### config.mk
export PLATFORM = sky130hd
export DESIGN_NAME = config_sequencer
export DESIGN_NICKNAME = d
export VERILOG_FILES = /design/src/rtl/config_sequencer.sv
export SDC_FILE = /design/constraint.sdc
export NUM_CORES = 1
export LEC_CHECK = 0
export BUFFER_PORTS_ARGS = -buffer_cell sky130_fd_sc_hd__buf_2
export CORE_ASPECT_RATIO = 0.6
export CORE_UTILIZATION = 35
export CTS_CLUSTER_SIZE = 24
export DETAILED_ROUTE_END_ITERATION = 10
export GPL_TIMING_DRIVEN = 0
export HOLD_SLACK_MARGIN = 0.05
export PLACE_DENSITY_LB_ADDON = 0.3
export SYNTH_ARGS = -nofsm -noshare
export SYNTH_HDL_FRONTEND = slang
export SYNTH_SLANG_ARGS = --single-unit
### constraint.sdc
create_clock -name CLK -period 1.88 [get_ports CLK]
set_input_delay 0.282 -clock CLK [delete_from_list [all_inputs] [get_ports CLK]]
set_output_delay 0.282 -clock CLK [all_outputs]
set_load 0.02 [all_outputs]
### src/rtl/config_sequencer.sv
// ---------------------------------------------------------------------------
// config_sequencer
//
// Configuration bus master. Takes write/read commands over a valid/ready
// command channel, issues single-cycle write or read strobes on an addressed
// configuration bus, and returns read data over a valid/ready response
// channel.
//
// Ports:
//   CLK           clock, rising edge
//   ASYNCRESETN   asynchronous active-low reset
//   cmd_valid     command present
//   cmd_ready     sequencer can accept a command (high only in IDLE)
//   cmd_op        0 = write, 1 = read
//   cmd_addr      target address
//   cmd_data      write data (ignored for reads)
//   config_addr   bus address, held between commands
//   config_data   bus write data, held between commands
//   config_we     one-cycle write strobe
//   config_re     one-cycle read strobe
//   config_rdata  read data from the addressed target
//   rsp_valid     read response present
//   rsp_ready     consumer accepts the response
//   rsp_addr      address of the read being returned
//   rsp_data      captured read data
//   busy          high in every state except IDLE
//   wr_count      completed writes, modulo 256
// ---------------------------------------------------------------------------
module config_sequencer #(
    parameter int ADDR_WIDTH   = 8,
    parameter int DATA_WIDTH   = 4,
    parameter int READ_LATENCY = 1   // legal range 1..15
) (
    input  logic                  CLK,
    input  logic                  ASYNCRESETN,
    input  logic                  cmd_valid,
    output logic                  cmd_ready,
    input  logic                  cmd_op,
    input  logic [ADDR_WIDTH-1:0] cmd_addr,
    input  logic [DATA_WIDTH-1:0] cmd_data,
    output logic [ADDR_WIDTH-1:0] config_addr,
    output logic [DATA_WIDTH-1:0] config_data,
    output logic                  config_we,
    output logic                  config_re,
    input  logic [DATA_WIDTH-1:0] config_rdata,
    output logic                  rsp_valid,
    input  logic                  rsp_ready,
    output logic [ADDR_WIDTH-1:0] rsp_addr,
    output logic [DATA_WIDTH-1:0] rsp_data,
    output logic                  busy,
    output logic [7:0]            wr_count
);

    typedef enum logic [2:0] {
        S_IDLE  = 3'd0,
        S_WRITE = 3'd1,
        S_READ  = 3'd2,
        S_WAIT  = 3'd3,
        S_RESP  = 3'd4
    } state_t;

    // The READ cycle itself accounts for one cycle of latency, so the wait
    // counter starts one below READ_LATENCY and the capture happens when it
    // reaches zero.
    localparam logic [3:0] LP_WAIT_LOAD = 4'(READ_LATENCY - 1);

    state_t                r_state;
    logic [3:0]            r_wait_cnt;
    logic                  r_cmd_ready;
    logic                  r_we;
    logic                  r_re;
    logic                  r_rsp_valid;
    logic                  r_busy;
    logic [ADDR_WIDTH-1:0] r_cfg_addr;
    logic [DATA_WIDTH-1:0] r_cfg_data;
    logic [ADDR_WIDTH-1:0] r_rsp_addr;
    logic [DATA_WIDTH-1:0] r_rsp_data;
    logic [7:0]            r_wr_count;

    // All outputs are registered and updated together with the state so that
    // each one is exactly a decode of the state being entered.
    always_ff @(posedge CLK or negedge ASYNCRESETN) begin
        if (!ASYNCRESETN) begin
            r_state     <= S_IDLE;
            r_wait_cnt  <= 4'd0;
            r_cmd_ready <= 1'b1;
            r_we        <= 1'b0;
            r_re        <= 1'b0;
            r_rsp_valid <= 1'b0;
            r_busy      <= 1'b0;
            r_cfg_addr  <= '0;
            r_cfg_data  <= '0;
            r_rsp_addr  <= '0;
            r_rsp_data  <= '0;
            r_wr_count  <= 8'd0;
        end else begin
            case (r_state)
                S_IDLE: begin
                    if (cmd_valid) begin
                        r_cfg_addr  <= cmd_addr;
                        r_cfg_data  <= cmd_data;
                        r_rsp_addr  <= cmd_addr;
                        r_cmd_ready <= 1'b0;
                        r_busy      <= 1'b1;
                        if (cmd_op) begin
                            r_state <= S_READ;
                            r_re    <= 1'b1;
                        end else begin
                            r_state <= S_WRITE;
                            r_we    <= 1'b1;
                        end
                    end
                end

                S_WRITE: begin
                    // The write counts as complete only when the strobe has
                    // been presented for its full cycle.
                    r_we        <= 1'b0;
                    r_wr_count  <= r_wr_count + 8'd1;
                    r_state     <= S_IDLE;
                    r_cmd_ready <= 1'b1;
                    r_busy      <= 1'b0;
                end

                S_READ: begin
                    r_re       <= 1'b0;
                    r_wait_cnt <= LP_WAIT_LOAD;
                    r_state    <= S_WAIT;
                end

                S_WAIT: begin
                    if (r_wait_cnt == 4'd0) begin
                        r_rsp_data  <= config_rdata;
                        r_rsp_valid <= 1'b1;
                        r_state     <= S_RESP;
                    end else begin
                        r_wait_cnt <= r_wait_cnt - 4'd1;
                    end
                end

                S_RESP: begin
                    if (rsp_ready) begin
                        r_rsp_valid <= 1'b0;
                        r_state     <= S_IDLE;
                        r_cmd_ready <= 1'b1;
                        r_busy      <= 1'b0;
                    end
                end

                default: begin
                    r_state     <= S_IDLE;
                    r_we        <= 1'b0;
                    r_re        <= 1'b0;
                    r_rsp_valid <= 1'b0;
                    r_cmd_ready <= 1'b1;
                    r_busy      <= 1'b0;
                end
            endcase
        end
    end

    assign cmd_ready   = r_cmd_ready;
    assign config_addr = r_cfg_addr;
    assign config_data = r_cfg_data;
    assign config_we   = r_we;
    assign config_re   = r_re;
    assign rsp_valid   = r_rsp_valid;
    assign rsp_addr    = r_rsp_addr;
    assign rsp_data    = r_rsp_data;
    assign busy        = r_busy;
    assign wr_count    = r_wr_count;

endmodule

# Word level (Yosys, flattened, before mapping)
# Cells that the tools add are included.
[totals]
regBits = 36
in_bits = 21
out_inout_bits = 37
elab_cells = 63
[classes]
add_sub_neg = 2
eq_ne = 10
n_mux = 21
bitwise = 4
reduce_logical = 15
[ops]
columns = ["op", "n"]
rows = [
  ["3-bit AND reduction", 5],
  ["2-bit inequality test, second input constant", 6],
  ["3-bit one-hot mux with 4 select lines", 1],
  ["1-bit two-way mux", 9],
  ["3-bit two-way mux", 3],
  ["1-bit one-hot mux with 3 select lines", 3],
  ["3-bit OR reduction", 3],
  ["8-bit by 1-bit adder with 8-bit output, second input constant", 1],
  ["4-bit one-hot mux with 2 select lines", 1],
  ["3-bit by 2-bit == test with 1-bit output, second input constant", 2],
  ["2-bit AND reduction", 3],
  ["4-bit zero test", 1],
  ["4-bit two-way mux", 1],
  ["1-bit NOT", 4],
  ["1-bit one-hot mux with 2 select lines", 2],
  ["4-bit by 1-bit subtractor with 4-bit output, second input constant", 1],
  ["3-bit by 1-bit == test with 1-bit output, second input constant", 1],
  ["3-bit == test, second input constant", 1],
  ["3-bit zero test", 1],
  ["2-bit two-way mux", 1],
  ["2-bit nonzero test", 1],
  ["2-bit OR reduction", 1],
]

# Depth between registers and ports, before layout
[logic_depth]
depth_word = 4
mapped_depth = 5
depth_no_buf = 4

# Worst setup path after synthesis
# OpenSTA, ideal clock, no wires.
[synth_timing]
path_kind = "reg-to-reg"
startpoint = "register r_state[1]"
endpoint = "register r_cfg_data[0] (netlist: config_data[0])"
setup_time_ps = 128
t_arrival_ps = 1273
required_ps = 1752
setup_slack_ps = 479
path_stages_with_launch = 5
n_path_buf = 2
synth_period_minus_slack_ps = 1401
path_cell_list = "dfrtp_1 buf_6 nor3_4 buf_4 mux2_1"
[synth_between]
elab_chain_len = 2
[synth_lines]
columns = ["item", "line", "text"]
rows = [
  ["start, declared", "67", "state_t r_state;"],
  ["start signal, assigned", "84", "r_state <= S_IDLE;"],
  ["start signal, assigned", "106", "r_state <= S_READ;"],
  ["start signal, assigned", "109", "r_state <= S_WRITE;"],
  ["3-bit zero test", "97", "case (r_state)"],
  ["2-bit AND reduction (no line)", "n/a", ""],
  ["end signal, assigned", "101", "r_cfg_data <= cmd_data;"],
  ["end, declared", "75", "logic [DATA_WIDTH-1:0] r_cfg_data;"],
]
# Every way passes these cells.
# A chain may end at the register's enable or synchronous reset.

# Worst setup path after layout
[layout_timing]
startpoint = "register r_state[1]"
endpoint = "register r_cfg_data[3] (netlist: config_data[3])"
# The elaborated chain is that of the path after synthesis.

==> results.sh <==
export IMPL_status="finished, final reports clean"
export IMPL_tns_ns=0
export IMPL_h_tree_depth=2
export IMPL_period_share_pct=80.49
export IMPL_fp_row_count=19
export IMPL_vdd_drop_max_mv=0.7875
export IMPL_relSlewSlack_pct=47.35
export IMPL_worst_ep_arrival_time_ns=1.68
export IMPL_ys_types=39
export IMPL_yosysWarnings=0
export IMPL_hold_path_class="input port to asynchronous set/reset pin"
export IMPL_root_buffer="clkbuf_8"
export IMPL_drcViolationCount=0
export IMPL_power_w=0.003816
export IMPL_rsz0062_at_grt="false"
export IMPL_dr_pass1_iters=4
export IMPL_critical_path_class="flip-flop to flip-flop"
export IMPL_ios=58
export IMPL_yosysSeqAreaShare_pct=53.45
export IMPL_clkSinkCount=36
export IMPL_start_kind="flip-flop"
export IMPL_synth_seq_cells=36
export IMPL_post_route_min_period_ns=1.513
export IMPL_syn_inst=134
export IMPL_grtUsageTotal_pct=13.96
export IMPL_clock_skew_ns=0.004905
export IMPL_first_iter_violations=35
export IMPL_insertedDiodeCount=0
export IMPL_port_buffers=57
export IMPL_grt_pass1_wl_mm=5.457
export IMPL_die_h_um=55.79
export IMPL_drive_above_1_share_pct=43.72
export IMPL_die_x_um=91.65
export IMPL_wl_mm=3.259
export IMPL_mostFrequentLayoutCell="buf_2"
export IMPL_setup_viol=0
export IMPL_fmax_mhz=660.8
export IMPL_dpl_cell_area_um2=2052
export IMPL_cts_buffers=5
export IMPL_cp_max_fo=10
export IMPL_mostFrequentLayoutCells="57 x buf_2, 35 x dfrtp_1, 11 x buf_4, 11 x mux2_1"
export IMPL_via_count=1203
export IMPL_cap_violations=0
export IMPL_fin_ws_ns=0.3668
export IMPL_fin_area_um2=2160
export IMPL_cts_tree="done"
export IMPL_slew_viol_final=0
export IMPL_overflow=0
export IMPL_ctsHoldBuffers=0
export IMPL_post_drt_wl_per_cell_um=12.44
export IMPL_syn_nets=158
export IMPL_dp_hpwl_mm=2.387
export IMPL_grt_max_degree=37
export IMPL_postRouteAntennaNets=0
export IMPL_endpoint_kind="flip-flop"
export IMPL_cts_resized=0
export IMPL_power_density_nw_per_um2=1767
export IMPL_finalHoldViolations=0
export IMPL_post_cts_buffers=0
export IMPL_dieArea_um2=5113
export IMPL_syn_avg_cell_area_um2=12.60
export IMPL_final_util_pct=46.83
export IMPL_gp_congestion=0.7129
export IMPL_pre_cts_ws_ns=0.3488
export IMPL_r2r_start="r_state[1]$_DFFE_PN0P_"
export IMPL_start_util_pct=36.60
export IMPL_cts_buffer_depth=2
export IMPL_vias_per_cell=4.592
export IMPL_synth_area_um2=1688
export IMPL_cp_required_ns=2.05
export IMPL_insertion_delay_ns=0.29
export IMPL_tightest_slew_ns=0.7897
export IMPL_grt_pass1_vias=1189
export IMPL_final_nets=222
export IMPL_antenna_found_initial=0
export IMPL_p_leak_nw=1.066
export IMPL_coreArea_um2=4612
export IMPL_syn_to_final_growth_pct=27.95
export IMPL_path_clk_slew_ns=0.07
export IMPL_startpoint="r_state[1]$_DFFE_PN0P_"
-- final timing paths --
check,end,slack [ns],depth (start not counted)
min,r_wait_cnt[1]$_DFFE_PN0P_,0.08,1
min reg2reg,wr_count[7]$_DFFE_PN0N_,0.48,1
min in group CLK,rsp_addr[7]$_DFFE_PN0P_,0.20,2
max reg2reg,config_data[3]$_DFFE_PN0P_,0.37,4
max in group asynchronous,rsp_valid$_DFFE_PN0P_,1.31,1
max,config_data[3]$_DFFE_PN0P_,0.37,4
-- kinds of logic after synthesis --
kind of cell    share of synthesized area, %
compound gates                         7.636
mux                                    13.42
flops                                  53.45
fa+ha+maj                              2.224
buf+inv                                6.894
simple gates                           12.75
xor+xnor                               3.632
-- registers in the layout, summed over array words and instances, names as in the netlist --
register     count
rsp_addr         8
wr_count         8
config_data      4
r_wait_cnt       4
rsp_data         4
r_state          3
busy             1
cmd_ready        1
config_re        1
config_we        1
rsp_valid        1
-- cell type report --
cell class	count	area [um^2]
Fill cell	448	2452
Sequential cell	36	902.1
Multi-Input combinational cell	80	669.4
Timing Repair Buffer	57	285.3
Buffer	13	97.59
Tap cell	63	78.83
Clock buffer	6	72.57
Clock inverter	2	35.03
Inverter	5	18.77
-- synth_stat cells (all sizes together) --
library cell / number / area (um^2)
nand2b: 6 / 45.04
o311ai: 1 / 8.760
nor2b: 1 / 6.260
nand4: 4 / 25.02
mux2: 17 / 206.5
o21ai: 4 / 20.02
nand2: 6 / 22.52
mux2i: 2 / 20.02
clkbuf: 1 / 3.750
a22o: 1 / 8.760
nor3: 3 / 26.28
o221ai: 1 / 8.760
o2bb2ai: 1 / 8.760
nor2: 4 / 15.01
and3: 3 / 18.77
xor2: 1 / 8.760
dfstp: 1 / 26.28
nand3: 2 / 10.01
a21o: 2 / 15.01
a32oi: 1 / 8.760
ha: 3 / 37.54
o31ai: 2 / 15.01
a21oi: 2 / 10.01
nand4b: 1 / 8.760
buf: 12 / 93.84
o211ai: 1 / 7.510
and4: 1 / 8.760
a211o: 1 / 8.760
inv: 5 / 18.77
dfrtp: 35 / 875.8
nor3b: 1 / 18.77
and2b: 1 / 10.01
o22a: 1 / 8.760
xnor2: 6 / 52.55
-- layer usage --
metal  up-vias  global-route usage (%)  share of wire, %
met2        40                   19.23                39
met4         0                   6.122               1.1
li1        600                       -                 -
met3         3                   5.055               6.4
met5         -                       0                 0
met1       560                   19.61                54
-- per-stage QoR --
stage,hold WS [ns],instances
6_report,0.07823,262
5_1_grt,0.1357,262
4_1_cts,0.1116,262
3_5_place_dp,0.4222,254
3_3_place_gp,0.4145,254
2_1_floorplan,-0.01359,134
-- critical path: stages, from the launching register on --
cell and delay, ns:
dfrtp_1 0.44, buf_6 0.17, nor3_4 0.23, buf_4 0.23, mux2_1 0.34
-- report_power, final --
part	internal, W	switching [W]
Sequential	0.00110	0.000234
Clock	0.000393	0.000267
Combinational	0.000811	0.00101
Total	0.00230	0.00152
Note: power is estimated with default switching activity, not from simulation.
